$ cat src/rtl/dmem_arbiter.sv
// Round-robin arbiter and 3-stage sequencer for the single-port data memory.
// Shares the memory between the core MEM stage and the DMA/debug loader.
module dmem_arbiter #(
  parameter int DEPTH_WORDS = 32,
  parameter int ADDR_W      = 32
) (
  input  logic              clk,
  input  logic              rst_n,
  input  logic              core_req,
  input  logic              core_we,
  input  logic [ADDR_W-1:0] core_addr,
  input  logic [31:0]       core_wdata,
  output logic              core_gnt,
  output logic              core_rvalid,
  output logic [31:0]       core_rdata,
  output logic              core_err,
  input  logic              dma_req,
  input  logic              dma_we,
  input  logic [ADDR_W-1:0] dma_addr,
  input  logic [31:0]       dma_wdata,
  output logic              dma_gnt,
  output logic              dma_rvalid,
  output logic [31:0]       dma_rdata,
  output logic              dma_err,
  output logic [31:0]       mem_address,
  output logic [31:0]       mem_Write_data,
  output logic              mem_MemRead,
  output logic              mem_MemWrite,
  input  logic [31:0]       mem_Read_data
);

  localparam logic OWN_CORE = 1'b0;
  localparam logic OWN_DMA  = 1'b1;
  localparam logic [ADDR_W-1:0] LIMIT = ADDR_W'(4 * DEPTH_WORDS);

  logic              last_owner;
  logic              any_gnt;
  logic              sel_we;
  logic [ADDR_W-1:0] sel_addr;
  logic [31:0]       sel_wdata;
  logic              sel_err;

  logic              acc_valid;
  logic              acc_owner;
  logic              acc_we;
  logic              acc_err;
  logic [ADDR_W-1:0] acc_addr;
  logic [31:0]       acc_wdata;
  logic              acc_go;

  // Grant: lone requester wins; on contention the port that did not go last wins.
  always_comb begin
    core_gnt = rst_n & core_req &
               (~dma_req | (last_owner == OWN_DMA));
    dma_gnt  = rst_n & dma_req &
               (~core_req | (last_owner == OWN_CORE));
    any_gnt  = core_gnt | dma_gnt;
    sel_we    = core_gnt ? core_we    : dma_we;
    sel_addr  = core_gnt ? core_addr  : dma_addr;
    sel_wdata = core_gnt ? core_wdata : dma_wdata;
    sel_err   = (sel_addr[1:0] != 2'b00) | (sel_addr >= LIMIT);
  end

  // Accept stage: register the granted request; address/data hold when idle.
  always_ff @(posedge clk or negedge rst_n) begin
    if (!rst_n) begin
      last_owner <= OWN_DMA;
      acc_valid  <= 1'b0;
      acc_owner  <= OWN_CORE;
      acc_we     <= 1'b0;
      acc_err    <= 1'b0;
      acc_addr   <= '0;
      acc_wdata  <= '0;
    end else begin
      acc_valid <= any_gnt;
      if (any_gnt) begin
        last_owner <= dma_gnt ? OWN_DMA : OWN_CORE;
        acc_owner  <= dma_gnt ? OWN_DMA : OWN_CORE;
        acc_we     <= sel_we;
        acc_err    <= sel_err;
        acc_addr   <= sel_addr;
        acc_wdata  <= sel_wdata;
      end
    end
  end

  // Access stage: strobes come only from registers, so reset kills them at once.
  always_comb begin
    acc_go         = acc_valid & ~acc_err;
    mem_MemRead    = acc_go & ~acc_we;
    mem_MemWrite   = acc_go & acc_we;
    mem_address    = 32'(acc_addr);
    mem_Write_data = acc_wdata;
  end

  // Response stage: one-cycle pulse routed back to the owner of the access.
  always_ff @(posedge clk or negedge rst_n) begin
    if (!rst_n) begin
      core_rvalid <= 1'b0;
      core_rdata  <= '0;
      core_err    <= 1'b0;
      dma_rvalid  <= 1'b0;
      dma_rdata   <= '0;
      dma_err     <= 1'b0;
    end else begin
      core_rvalid <= acc_valid & (acc_owner == OWN_CORE);
      core_err    <= acc_valid & (acc_owner == OWN_CORE) & acc_err;
      core_rdata  <= (mem_MemRead & (acc_owner == OWN_CORE)) ?
                     mem_Read_data : 32'h0;
      dma_rvalid  <= acc_valid & (acc_owner == OWN_DMA);
      dma_err     <= acc_valid & (acc_owner == OWN_DMA) & acc_err;
      dma_rdata   <= (mem_MemRead & (acc_owner == OWN_DMA)) ?
                     mem_Read_data : 32'h0;
    end
  end

endmodule

$ cat config.mk
export PLATFORM = sky130hd
export DESIGN_NAME = dmem_arbiter
export DESIGN_NICKNAME = d
export VERILOG_FILES = /design/src/rtl/dmem_arbiter.sv
export SDC_FILE = /design/constraint.sdc
export NUM_CORES = 1
export LEC_CHECK = 0
export ABC_CLOCK_PERIOD_IN_PS = 4400
export CAP_MARGIN = 20
export CORE_AREA = 2 2 118 120
export CTS_BUF_LIST = sky130_fd_sc_hd__clkbuf_4
export DETAILED_ROUTE_END_ITERATION = 6
export DIE_AREA = 0 0 120 122
export DONT_BUFFER_PORTS = 1
export GPL_ROUTABILITY_DRIVEN = 0
export PLACE_DENSITY_LB_ADDON = 0.1
export SLEW_MARGIN = 25
export SYNTH_ARGS = -nofsm -noshare
export SYNTH_HDL_FRONTEND = slang
export SYNTH_SLANG_ARGS = --single-unit
export TNS_END_PERCENT = 1
$ cat constraint.sdc
create_clock -name clk -period 4.4 [get_ports clk]
set_input_delay 0.88 -clock clk [delete_from_list [all_inputs] [get_ports clk]]
set_output_delay 0.88 -clock clk [all_outputs]
set_load 0.01 [all_outputs]
==> results_dict.tcl, run 1 <==
set metrics [dict create \
    status "finished, final reports clean" \
    vias_per_cell 5.322 \
    r2r_cells 2 \
    synthCells 470 \
    start_kind "flip-flop" \
    ys_types 28 \
    ctsLongestPathBuffers 2 \
    p_seq_share_pct 56.7 \
    area_growth_syn_to_layout_pct 7.935 \
    worst_ep_arrival_time_ns 1.62 \
    rows 43 \
    io_buffers 0 \
    ir_worst_vdd_v 0.0001528 \
    timing.final.crit_share_pct 56.86 \
    die_w_um 120 \
    yosysSeqAreaShare_pct 62.32 \
    clkTransAtPathRegs_ns 0.11 \
    crit_slowest_cell "dfrtp_1" \
    drc 0 \
    first_pass_iters 4 \
    dp.cells 619 \
    tightest_slew_ns 0.9827 \
    clk_latency_ns 0.53 \
    reg2reg_from "acc_owner$_DFFE_PN0P_" \
    hp-class "input port to asynchronous set/reset pin" \
    h-tree-depth 4 \
    multi_input_area_sq_um 1866 \
    hpwl_um 9475 \
    whs_ns 0.1826 \
    grt_pass1_wl_um 20010 \
    cp.required_ns 3.52 \
    period_minus_slack_ns 2.502 \
    drive_gt1_share_pct 8.686 \
    switching_share_pct 28.42 \
    netlist.area_leader.share_pct 61.85 \
    netSwitchingPower_uw 755.4 \
    cellInternalPower_uw 1903 \
    ys_ff_latch 137 \
    io-pin-count 302 \
    crit_start "acc_err$_DFFE_PN0P_" \
    fin_nets 625 \
    crit_type "flip-flop to output port" \
    synth_edf_count 0 \
    setup_ws_ns 1.898 \
    synth_ff_type "dfrtp_1" \
    cts_num_sinks 137 \
    die_area_sq_um 14640 \
    slew_headroom_pct 34.24 \
    via_count 3470 \
    power.share.combinational_pct 8.5 \
    power.share.clock_pct 34.8 \
    maxCapViolCount 0 \
    reg2reg_to "core_rdata[8]$_DFF_PN0_" \
    num_antenna_cells 0 \
    synth_async_sr_flop_share_pct 100.0 \
    crit_fanout 65 \
    synth_area_leader_cell "dfrtp_1" \
    slowest_delay_ns 0.45 \
    cts_root_buf "clkbuf_4" \
    core_area_sq_um 13500 \
    drv_slew 0 \
    dpl-instance-area_sq_um 5587 \
    fill_cells 1298 \
    drtIter0Drc 178 \
    fin_worst_skew_ns 0.009455 \
    hold_buffers 1 \
    cp_cell_sequence "nor3b_2 > buf_4" \
    drt_wl_total_um 13270 \
    clock.fmax_ghz 0.3997 \
    post_cts_buffers 0 \
    crit_end "mem_MemRead" \
    yosysMostFrequentCell "dfrtp_1" \
    endpoint_kind "output port" \
    synthesis.area_sq_um 5503 \
    die_y_um 122 \
    grt_usage_pct 18.20 \
    ctsResizeCount 0 \
    numCtsBuffers 17 \
    final_antenna_net_count 0 \
    synth_nets 636 \
    synth_area_leaders "dfrtp_1 (62%), mux2i_1 (12%), and3_1 (7.4%), o21ai_0 (5.3%), nand2_1 (4.8%)" \
    synthTopCellsByCount "dfrtp_1 (136), nand2_1 (70), and3_1 (65), mux2i_1 (65), o21ai_0 (58)" \
    tns_ns 0 \
    setup_viol 0 \
    ys.warnings.count 0 \
    post_drt_wl_per_cell_um 20.35 \
    p_leak_uw 0.002892 \
    grt_pass1_vias 3550 \
    p_per_area_nw_per_um2 447.5 \
    place_ws_ns 2.000 \
    regArea_sq_um 3430 \
    grt_antenna_before_repair 1 \
    overflow 0 \
    cts_tree "done" \
    design_area_sq_um 5939 \
    grt_max_degree 137 \
    final_hold_viol_count 0 \
    start_util_pct 40.75 \
    rsz0062_at_grt "no" \
    reg2reg_setup_slack_ns 2.26 \
    syn_avg_cell_area_sq_um 11.71 \
    stdcell_count 652 \
]
-- area by class of cell --
type | instances | area share, %
clock buffer | 17 | 2.149
clock inverter | 15 | 3.328
inverter | 3 | 0.1896
multi-input combinational | 295 | 31.41
sequential | 137 | 57.74
tap | 180 | 3.792
timing repair buffer | 5 | 1.390
-- per-stage QoR --
stage / utilization, % / power, uW
6_report: 43.98 / 2658
5_1_grt: 43.98 / 2807
4_1_cts: 43.98 / 2698
3_5_place_dp: 41.37 / 1741
3_3_place_gp: 41.37 / 1733
2_1_floorplan: - / 1674
-- worst max-delay path, delay by kind of cell (launching register included) --
| family | cells | cell delay (ns) |
|---|---|---|
| and+or+nand+nor | 1 | 0.19 |
| buffers and inverters | 1 | 0.45 |
| DFF | 1 | 0.45 |
-- cells by family after synthesis --
group / synth area share [%]
multiplexers: 11.82
AND/OR/NAND/NOR: 15.03
flip-flops: 62.32
AO/OA/AOI/OAI: 6.617
buffers and inverters: 4.206
-- layout by cell type (no fill, tap or decap), types with 3 or more instances in the layout --
master       n
and3_1      65
bufinv_16    4
clkbuf_4    17
clkinv_2     3
dfrtp_1    136
inv_6        3
mux2i_1     65
nand2_1     70
nor4_1      11
o21ai_0     58
o21ai_1      8
-- routing by layer --
layer  track usage, %  vias up  part of all wire, %
met5                0        -                    0
met4            9.118        0                  2.6
met3            8.942       29                   11
met2            28.34      200                   48
met1            20.87     1632                   38
li1                 -     1609                    -
-- power groups by stage --
stage	Clock, uW	Sequential (uW)	Combinational (uW)
floorplan	0	1490	187
global placement	0	1530	198
detailed placement	0	1530	207
CTS	955	1510	233
global route	1020	1520	263
finish	924	1510	227
-- worst min-delay path by stage --
stage,from,end,cells past startpoint
after floorplan,acc_we$_DFFE_PN0P_,acc_we$_DFFE_PN0P_,2
after global placement,last_owner$_DFFE_PN1P_,last_owner$_DFFE_PN1P_,2
after detailed placement,last_owner$_DFFE_PN1P_,last_owner$_DFFE_PN1P_,2
after CTS,rst_n,last_owner$_DFFE_PN1P_,0
after global routing,rst_n,last_owner$_DFFE_PN1P_,0
final,rst_n,last_owner$_DFFE_PN1P_,0
-- registers in the layout (all words and copies together), names as in the netlist --
signal          count
core_rdata         32
mem_address        32
core_err            1
core_rvalid         1
acc_valid           1
acc_owner           1
last_owner          1
acc_we              1
dma_rdata          32
dma_rvalid          1
mem_Write_data     32
acc_err             1
dma_err             1
Power figures use the tool's default switching activity.
==> run 2, diff against run 1 <==
--- a/config.mk
+++ b/config.mk
@@ -5,7 +5,7 @@
 export SDC_FILE = /design/constraint.sdc
 export NUM_CORES = 1
 export LEC_CHECK = 0
-export ABC_CLOCK_PERIOD_IN_PS = 4400
+export ABC_CLOCK_PERIOD_IN_PS = 2500
 export CAP_MARGIN = 20
 export CORE_AREA = 2 2 118 120
 export CTS_BUF_LIST = sky130_fd_sc_hd__clkbuf_4
==> constraint.sdc (replaced) <==
create_clock -name clk -period 2.5 [get_ports clk]
set_input_delay 0.5 -clock clk [delete_from_list [all_inputs] [get_ports clk]]
set_output_delay 0.5 -clock clk [all_outputs]
set_load 0.01 [all_outputs]
==> results_dict.tcl, run 2 (synthesis results as in run 1) <==
set metrics [dict create \
    cts_tree "done" \
    tns_ns 0 \
    cp.required_ns 2.00 \
    p_leak_uw 0.002881 \
    grt_max_degree 141 \
    clk_latency_ns 0.52 \
    r2r_cells 5 \
    post_cts_buffers 0 \
    io_buffers 0 \
    cts_root_buf "clkbuf_4" \
    cts_num_sinks 137 \
    h-tree-depth 4 \
    drive_gt1_share_pct 8.457 \
    cellInternalPower_uw 3250 \
    maxCapViolCount 0 \
    switching_share_pct 27.61 \
    hpwl_um 9468 \
    endpoint_kind "output port" \
    fill_cells 1317 \
    tightest_slew_ns 0.8619 \
    final_common_cell "dfrtp_1" \
    area_growth_syn_to_layout_pct 7.503 \
    ctsResizeCount 0 \
    highest_layer "met4" \
    start_util_pct 40.75 \
    met3WireLength_um 1389 \
    final_hold_viol_count 137 \
    clkTransAtPathRegs_ns 0.12 \
    stdcell_count 653 \
    p_seq_share_pct 58.5 \
    reg2reg_from "last_owner$_DFFE_PN1P_" \
    cp.depth 3 \
    drt_wl_total_um 13200 \
    multi_input_area_sq_um 1866 \
    reg2reg_setup_slack_ns 0.75 \
    power.share.combinational_pct 8.7 \
    netSwitchingPower_uw 1240 \
    power.share.clock_pct 32.8 \
    die_area_sq_um 14640 \
    die_w_um 120 \
    grt_pass1_wl_um 19730 \
    reg2reg_to "mem_address[3]$_DFFE_PN0P_" \
    first_pass_iters 4 \
    violations "hold timing" \
    grt_pass1_vias 3478 \
    slew_headroom_pct 42.48 \
    grt_usage_pct 17.98 \
    timing.final.crit_share_pct 88.32 \
    cp_cell_sequence "inv_2 > a21oi_4 > buf_12" \
    overflow 0 \
    die_y_um 122 \
    post_drt_wl_per_cell_um 20.22 \
    slowest_delay_ns 0.57 \
    numCtsBuffers 17 \
    vias_per_cell 5.296 \
    core_area_sq_um 13500 \
    p_per_area_nw_per_um2 758.9 \
    crit_type "flip-flop to output port" \
    grt_antenna_before_repair 0 \
    setup_viol 0 \
    critical-path-top-delay-family "flip-flops" \
    drv_slew 0 \
    crit_fanout 19 \
    via_count 3458 \
    io-pin-count 302 \
    power_uw 4489 \
    ir_worst_vdd_v 0.0002351 \
    final_cell_mix "dfrtp_1 (136), nand2_1 (70), and3_1 (65), mux2i_1 (65), o21ai_0 (58)" \
    start_kind "flip-flop" \
    met1_length_um 4934 \
    drtIter0Drc 248 \
    rows 43 \
    clock.fmax_ghz 0.4529 \
    fin_nets 626 \
    met2WireLength_um 6568 \
    hp-class "input port to asynchronous set/reset pin" \
    final_antenna_net_count 0 \
    crit_slowest_cell "dfstp_2" \
    fin_worst_skew_ns 0.02111 \
    regArea_sq_um 3430 \
    num_antenna_cells 0 \
    rsz0062_at_grt "no" \
    status "complete, but fails checks" \
    worst_ep_arrival_time_ns 1.71 \
    period_minus_slack_ns 2.208 \
    dp.cells 621 \
    drc 0 \
    ctsLongestPathBuffers 2 \
    whs_ns -0.3402 \
    cp.buffers_inverters 2 \
]
run 2: cell type report:
cell class / instances / area share [%]
Clock inverter: 14 / 2.602
Multi-Input combinational cell: 295 / 31.54
Inverter: 3 / 0.1904
Clock buffer: 18 / 2.284
Timing Repair Buffer: 6 / 1.607
Tap cell: 180 / 3.807
Sequential cell: 137 / 57.97
run 2: worst register-to-register path, cell delays in order, from the launching register on:
cell and delay [ns]:
dfstp_2 0.57, inv_2 0.05, a21oi_4 0.33, buf_12 0.25, mux2i_1 0.32, o21ai_0 0.11
run 2: how the worst max path moves through the flow:
stage                      startpoint                    endpoint  slack, ns
2_1_floorplan  last_owner$_DFFE_PN1P_                    core_gnt       0.90
3_3_place_gp                    rst_n  mem_address[3]$_DFFE_PN0P_       0.77
3_5_place_dp                    rst_n          acc_we$_DFFE_PN0P_       0.72
4_1_cts        last_owner$_DFFE_PN1P_                    core_gnt       0.21
5_1_grt        last_owner$_DFFE_PN1P_                    core_gnt       0.15
6_report       last_owner$_DFFE_PN1P_                    core_gnt       0.29
run 2: power by group through the flow:
stage	clock, uW	sequential, uW	combinational (uW)
global route	1620	2650	453
global placement	0	2670	388
floorplan	0	2620	329
detailed placement	0	2670	404
CTS	1530	2630	400
finish	1470	2620	392
run 2: layer usage:
metal	up-vias	track usage, %
met5	-	0
met4	0	8.309
met3	21	7.725
met2	189	28.48
met1	1631	21.21
li1	1617	-
run 2: metrics by stage:
stage | worst slack (ns) | util, % | area [sq um] | hold WS (ns)
detailed placement | 0.7233 | 41.67 | 5627 | 0.2074
floorplan | 0.9016 | - | 5503 | 0.2044
global placement | 0.7686 | 41.67 | 5627 | 0.2073
CTS | 0.2125 | 43.81 | 5916 | -0.4108
finish | 0.2920 | 43.81 | 5916 | -0.3402
global route | 0.1548 | 43.81 | 5916 | -0.4148
==> run 3, diff against run 2 <==
--- a/config.mk
+++ b/config.mk
@@ -7,10 +7,10 @@
 export LEC_CHECK = 0
 export ABC_CLOCK_PERIOD_IN_PS = 2500
 export CAP_MARGIN = 20
-export CORE_AREA = 2 2 118 120
+export CORE_AREA = 2 2 117 119
 export CTS_BUF_LIST = sky130_fd_sc_hd__clkbuf_4
 export DETAILED_ROUTE_END_ITERATION = 6
-export DIE_AREA = 0 0 120 122
+export DIE_AREA = 0 0 119 121
 export DONT_BUFFER_PORTS = 1
 export GPL_ROUTABILITY_DRIVEN = 0
 export PLACE_DENSITY_LB_ADDON = 0.1
==> results_dict.tcl, run 3 (synthesis results as in run 1) <==
set metrics [dict create \
    status "complete, but fails checks" \
    violations "hold timing" \
    clk_latency_ns 0.51 \
    setup_viol 0 \
    final_hold_viol_count 137 \
    power_uw 4276 \
    rows 42 \
    cts_num_sinks 137 \
    drv_slew 0 \
    p_leak_uw 0.002851 \
    start_kind "flip-flop" \
    grt_antenna_before_repair 1 \
    switching_share_pct 28.80 \
    area_growth_syn_to_layout_pct 6.253 \
    vias_per_cell 5.354 \
    cp.required_ns 2.00 \
    power.share.clock_pct 29.5 \
    rsz0062_at_grt "no" \
    power.share.combinational_pct 9.1 \
    fin_worst_skew_ns 0.01171 \
    slew_headroom_pct 42.68 \
    tns_ns 0 \
    endpoint_kind "output port" \
    p_seq_share_pct 61.4 \
    start_util_pct 42.05 \
    ctsResizeCount 0 \
    multi_input_area_sq_um 1866 \
    ctsLongestPathBuffers 2 \
    cellInternalPower_uw 3044 \
    grt_pass1_vias 3571 \
    hp-class "input port to asynchronous set/reset pin" \
    cts_root_buf "clkbuf_4" \
    cts_tree "done" \
    drc 0 \
    final_common_cell "dfrtp_1" \
    maxCapViolCount 0 \
    io_buffers 0 \
    p_per_area_nw_per_um2 731.3 \
    first_pass_iters 4 \
    regArea_sq_um 3430 \
    overflow 0 \
    tightest_slew_ns 0.8589 \
    hpwl_um 9733 \
    grt_pass1_wl_um 20060 \
    die_w_um 119 \
    grt_usage_pct 18.52 \
    crit_type "flip-flop to output port" \
    clock.fmax_ghz 0.4716 \
    core_area_sq_um 13090 \
    h-tree-depth 4 \
    crit_fanout 42 \
    final_cell_mix "dfrtp_1 (136), nand2_1 (70), and3_1 (65), mux2i_1 (65), o21ai_0 (58)" \
    ir_worst_vdd_v 0.0002320 \
    fin_nets 627 \
    final_antenna_net_count 0 \
    netSwitchingPower_uw 1231 \
    grt_max_degree 141 \
    numCtsBuffers 17 \
    via_count 3480 \
    drtIter0Drc 201 \
    post_drt_wl_per_cell_um 20.46 \
    drive_gt1_share_pct 8.457 \
    die_y_um 121 \
    drt_wl_total_um 13300 \
    period_minus_slack_ns 2.120 \
    whs_ns -0.3298 \
    die_area_sq_um 14400 \
    worst_ep_arrival_time_ns 1.62 \
    io-pin-count 302 \
    timing.final.crit_share_pct 84.82 \
    fill_cells 1237 \
    clkTransAtPathRegs_ns 0.11 \
]
==> run 3: final timing paths <==
check	start	endpoint	slack (ns)	cells after the start
worst max register to register	last_owner$_DFFE_PN1P_	mem_address[21]$_DFFE_PN0P_	0.81	5
worst min register to register	acc_we$_DFFE_PN0P_	acc_we$_DFFE_PN0P_	0.53	2
worst max-delay path	last_owner$_DFFE_PN1P_	core_gnt	0.38	3
min in group clk	mem_Read_data[20]	dma_rdata[20]$_DFF_PN0_	0.14	1
worst min-delay path	rst_n	core_rdata[22]$_DFF_PN0_	-0.33	0
max in group asynchronous	rst_n	last_owner$_DFFE_PN1P_	2.52	0
==> run 3: layer usage <==
metal | routed length, um | vias up | share of wire (%) | track usage (%)
met5 | 0 | - | 0 | 0
met1 | 4970 | 1661 | 37 | 20.20
met4 | 167 | 0 | 1.3 | 6.771
li1 | - | 1620 | - | -
met3 | 1458 | 13 | 11 | 9.164
met2 | 6701 | 186 | 50 | 31.18
==> run 3: critical path: stages, from the launching register on <==
cell and delay, ns:
dfstp_2 0.57, inv_2 0.05, a21oi_4 0.17, buf_12 0.30
==> run 3: layout make-up <==
cell class / instances / share of cell area, %
inverters: 3 / 0.1926
repair buffers: 7 / 1.327
multi-input cells: 295 / 31.91
diodes: 1 / 0.04280
clock buffers: 18 / 2.311
clock inverters: 13 / 1.798
flip-flops and latches: 137 / 58.66
well taps: 176 / 3.766
==> run 3: what timing repair did <==
item                                   4_1_cts  5_1_grt
endpoints found under the hold margin      137      137
setup endpoints to repair                    0        0
buffers inserted                             0        0
==> run 3: power groups by stage <==
stage | combinational [uW] | sequential, uW | clock [uW]
finish | 388 | 2630 | 1260
global route | 452 | 2650 | 1430
floorplan | 329 | 2620 | 0
detailed placement | 405 | 2670 | 0
global placement | 387 | 2670 | 0
CTS | 400 | 2630 | 1330
==> run 3: through the flow <==
step / instance area [sq um] / utilization (%) / cells / setup WS [ns]
floorplan: 5503 / - / 470 / 0.9016
global placement: 5604 / 42.83 / 618 / 0.8314
detailed placement: 5604 / 42.83 / 618 / 0.7686
CTS: 5844 / 44.66 / 649 / 0.2948
global route: 5847 / 44.68 / 650 / 0.2367
finish: 5847 / 44.68 / 650 / 0.3796
==> RTL change 1, RTL diff (config.mk and constraints of run 2) <==
Change the parameter `ADDR_W` from 32 to 64.
--- a/src/rtl/dmem_arbiter.sv
+++ b/src/rtl/dmem_arbiter.sv
@@ -2,7 +2,7 @@
 // Shares the memory between the core MEM stage and the DMA/debug loader.
 module dmem_arbiter #(
   parameter int DEPTH_WORDS = 32,
-  parameter int ADDR_W      = 32
+  parameter int ADDR_W      = 64
 ) (
   input  logic              clk,
   input  logic              rst_n,
Interface: changed (resized core_addr and dma_addr); port bits go from 302 to 366. The function was not compared with the original's and may differ.
==> RTL change 1 against run 2 <==
  * The flow still finishes with violations (hold timing)
  * Design area increased by 3.2%
  * Cell count rose by 4.4%
  * Synthesized area grew 1.3%
  * Non-clock buffer count rose by 2
  * Worst hold slack got worse by 0.0097 ns
  * Critical path depth is the same
  * Total power up 0.33%
  * Setup slack worse by 0.19 ns
  * Sequential cell count did not move
  * Routed wire length up 18%
  * Critical endpoint unchanged
  * Largest power group unchanged
==> RTL change 1: results (changes against run 2) <==
status=finished with violations; failing checks=hold timing; Hold Fails Final Rpt=137 (unchanged); first-pass GRT wire length=22.59 mm (+14%); clock group power=0.00156 W (+6%); WL final=15.53 mm (+18%); met1 usage=25.05% (+3.8 points); largest cells by area after synthesis=dfrtp_1 61%, mux2i_1 12%, and3_1 7.3%, o21ai_0 6.1%, nand2_1 4.8%; Warnings, synthesis=0 (unchanged); Distinct cells, synth=24 (-14%); Clock Root Buffer=clkbuf_4; Initial DRC Count=137 (-45%); clock skew=0.01665 ns (-0.004467 ns); initial antenna violation count=1 (+1); Post-DP HPWL=11.66 mm (+23%); Cell Int Power=0.003242 W (-0.24%); routed wl met2=7.430 mm (+13%); met2 usage=32.42% (+3.9 points); GRT met3 Usage=11.70% (+4.0 points); worst flop-to-flop path endpoint=mem_Write_data[10]$_DFFE_PN0P_; layout net count=718 (+15%); synthesized net count=726 (+14%); max layer used=met5; FMAX=416.8 MHz (-8.0%); Comb power frac=8.1% (-0.6 points); Worst IR Drop VDD=0.3598 mV (+53%); layout cell share with drive strength beyond 1=8.782% (+0.33 points); number of global-route vias before repair=3846 (+11%); Met3 Wirelength=1.903 mm (+37%); All-Layer GR Usage=20.79% (+2.8 points); top cells by count, synth=136 x dfrtp_1, 71 x nand2_1, 68 x o21ai_0; Setup Buffers After CTS=0 (unchanged); placed instance area=5792 sq um (+2.9%); sequential-to-total area share from yosys stat=61.53% (-0.80 points); first-pass detailed-route iteration total=4 (unchanged); delay-heaviest family, CP=flip-flops; Vias/cell=5.585 (+5.5%); worst path arrival time=1.90 ns (+0.19 ns); M1 wire length=6.078 mm (+23%); worst slew pin tran=0.8930 ns (+0.03115 ns); Hold Slack=-0.3500 ns (-0.009718 ns); pre-CTS setup slack=0.5852 ns (-0.1382 ns); CP Capture Point=core_gnt; CP max FO=33 (+14); Static Leak=2.917 nW (+1.3%)
## RTL change 1: metrics by stage
step	hold WS (ns)	util (%)	total power (W)	instances
after CTS	-0.4194	45.19	0.004569	681
after detailed placement	0.2084	42.89	0.002998	649
final	-0.3500	45.21	0.004504	682
after global routing	-0.4322	45.19	0.004729	681
after floorplan	0.2044	-	0.002847	496
after global placement	0.2083	42.89	0.002988	649
## RTL change 1: cells by family (layout without fill, tap and decap cells)
logic type             Yosys count  after routing  share of synthesized area (%)
and+or+nand+nor                182            182                          17.13
AOI/OAI and AO/OA               74             74                          6.869
muxes                           65             65                          11.67
DFF                            137            137                          61.53
buffers and inverters           38             43                          2.806
other                            0              1                              0
## RTL change 1: area by class of cell
cell class	instances	area (sq um)
clock buffer	19	142.6
multi-input combinational	321	2016
fill	1306	7400
antenna	1	2.502
sequential	137	3430
clock inverter	13	167.7
tap	180	225.2
inverter	3	11.26
timing repair buffer	8	110.1
==> RTL change 2, RTL diff (config.mk and constraints of run 2) <==
Made on the original files. Register the output `core_err` once more, with the module's reset; this adds one clock of latency there. The other outputs are not delayed to match.
--- a/src/rtl/dmem_arbiter.sv
+++ b/src/rtl/dmem_arbiter.sv
@@ -32,6 +32,8 @@
   localparam logic OWN_CORE = 1'b0;
   localparam logic OWN_DMA  = 1'b1;
   localparam logic [ADDR_W-1:0] LIMIT = ADDR_W'(4 * DEPTH_WORDS);
+
+  logic core_err_s0;
 
   logic              last_owner;
   logic              any_gnt;
@@ -98,13 +100,13 @@
     if (!rst_n) begin
       core_rvalid <= 1'b0;
       core_rdata  <= '0;
-      core_err    <= 1'b0;
+      core_err_s0 <= 1'b0;
       dma_rvalid  <= 1'b0;
       dma_rdata   <= '0;
       dma_err     <= 1'b0;
     end else begin
       core_rvalid <= acc_valid & (acc_owner == OWN_CORE);
-      core_err    <= acc_valid & (acc_owner == OWN_CORE) & acc_err;
+      core_err_s0 <= acc_valid & (acc_owner == OWN_CORE) & acc_err;
       core_rdata  <= (mem_MemRead & (acc_owner == OWN_CORE)) ?
                      mem_Read_data : 32'h0;
       dma_rvalid  <= acc_valid & (acc_owner == OWN_DMA);
@@ -114,5 +116,13 @@
     end
   end
 
+  always_ff @(posedge clk or negedge rst_n) begin
+    if (!rst_n) begin
+      core_err <= '0;
+    end else begin
+      core_err <= core_err_s0;
+    end
+  end
+
 endmodule
 
Function: changed (a bounded check fails within 4 cycles, from zero or initial values and one cycle with rst_n low).
==> RTL change 2 against run 2 <==
  * The run still ends with hold timing left
  * Global-route usage grew 0.16 points
  * Core utilization grew 0.42 points
  * Routed wire length grew 0.12%
  * Synthesized area grew 0.45%
  * Critical path depth is the same
  * Design area grew 0.95%
  * Total power grew 4.6%
  * Synthesized cell count grew 0.21%
  * Count of clock-buffer cells in the layout shrank 1
  * Sequential cell count grew 1
  * Clock skew shrank 0.0067 ns
  * Via count shrank 0.32%
  * Die area is the same
  * Setup slack lost 0.026 ns
==> RTL change 2: results (changes against run 2) <==
status=finished with violations; failing checks=hold timing; Static Leak=2.914 nW (+1.1%); Initial DRC Count=191 (-23%); pre-CTS setup slack=0.7892 ns (+0.06584 ns); routed wl met2=6.603 mm (+0.53%); worst path arrival time=1.73 ns (+0.02 ns); met1 usage=20.41% (-0.80 points); worst slew pin tran=0.8357 ns (-0.02615 ns); All-Layer GR Usage=18.14% (+0.16 points); Hold Slack=-0.3468 ns (-0.006524 ns); GRT met3 Usage=10.11% (+2.4 points); WL final=13.22 mm (+0.12%); top cells by count, synth=137 x dfrtp_1, 70 x nand2_1, 65 x and3_1, 65 x mux2i_1, 58 x o21ai_0; Hold Fails Final Rpt=138 (+0.73%); initial antenna violation count=1 (+1); R2R Setup Slk=0.84 ns (+0.09 ns); Post-DP HPWL=9.504 mm (+0.38%); synthesized net count=637 (+0.16%); number of global-route vias before repair=3451 (-0.78%); largest cells by area after synthesis=dfrtp_1 62%, mux2i_1 12%, and3_1 7.4%, o21ai_0 5.3%, nand2_1 4.8%; # placed instances=622 (+0.16%); Vias/cell=5.271 (-0.47%); DR WL/cell=20.21 microns (about the same); Synth Area per Inst=11.74 sq um (+0.24%); layout cell share with drive strength beyond 1=8.245% (-0.21 points); placed instance area=5639 sq um (+0.22%); first-pass GRT wire length=19.79 mm (+0.28%); met2 usage=29.30% (+0.82 points); Worst IR Drop VDD=0.3288 mV (+40%); layout net count=627 (+0.16%)
## RTL change 2: cell types whose count changed after synthesis, sizes merged
| cell | change |
|---|---|
| dfrtp | +1 |
## RTL change 2: logic make-up after synthesis
family	count (synthesis)	synth area share (%)
compound gates	71	6.587
simple gates	159	14.96
buf+inv	38	4.187
mux	65	11.77
flops	138	62.49
## RTL change 2: power by group through the flow
stage	logic [W]	registers, W	clock network, W
floorplan	0.000329	0.00264	0
global placement	0.000384	0.00269	0
detailed placement	0.000399	0.00269	0
CTS	0.000395	0.00265	0.00173
global route	0.000447	0.00267	0.00183
finish	0.000385	0.00264	0.00167
## RTL change 2: how the worst max path moves through the flow
stage                           to  cells past startpoint  slack [ns]                   start
after floorplan           core_gnt                      5        0.90  last_owner$_DFFE_PN1P_
after global placement    core_gnt                      3        0.78                   rst_n
after detailed placement  core_gnt                      3        0.79                   rst_n
after CTS                 core_gnt                      3        0.18  last_owner$_DFFE_PN1P_
after global routing      core_gnt                      3        0.11  last_owner$_DFFE_PN1P_
final                     core_gnt                      3        0.27  last_owner$_DFFE_PN1P_
## RTL change 2: worst reg2reg max path, stage by stage (launching register included)
cell and delay, ns:
dfstp_2 0.57, inv_2 0.05, a21oi_4 0.17, buf_4 0.41
mux2i_1 0.25, o21ai_0 0.09
## RTL change 2: layout make-up
| type | instances | area (sq um) |
|---|---|---|
| Antenna cell | 1 | 2.502 |
| Clock buffer | 17 | 127.6 |
| Clock inverter | 14 | 202.7 |
| Fill cell | 1291 | 7532 |
| Inverter | 3 | 11.26 |
| Multi-Input combinational cell | 295 | 1866 |
| Sequential cell | 138 | 3455 |
| Tap cell | 180 | 225.2 |
| Timing Repair Buffer | 6 | 82.58 |
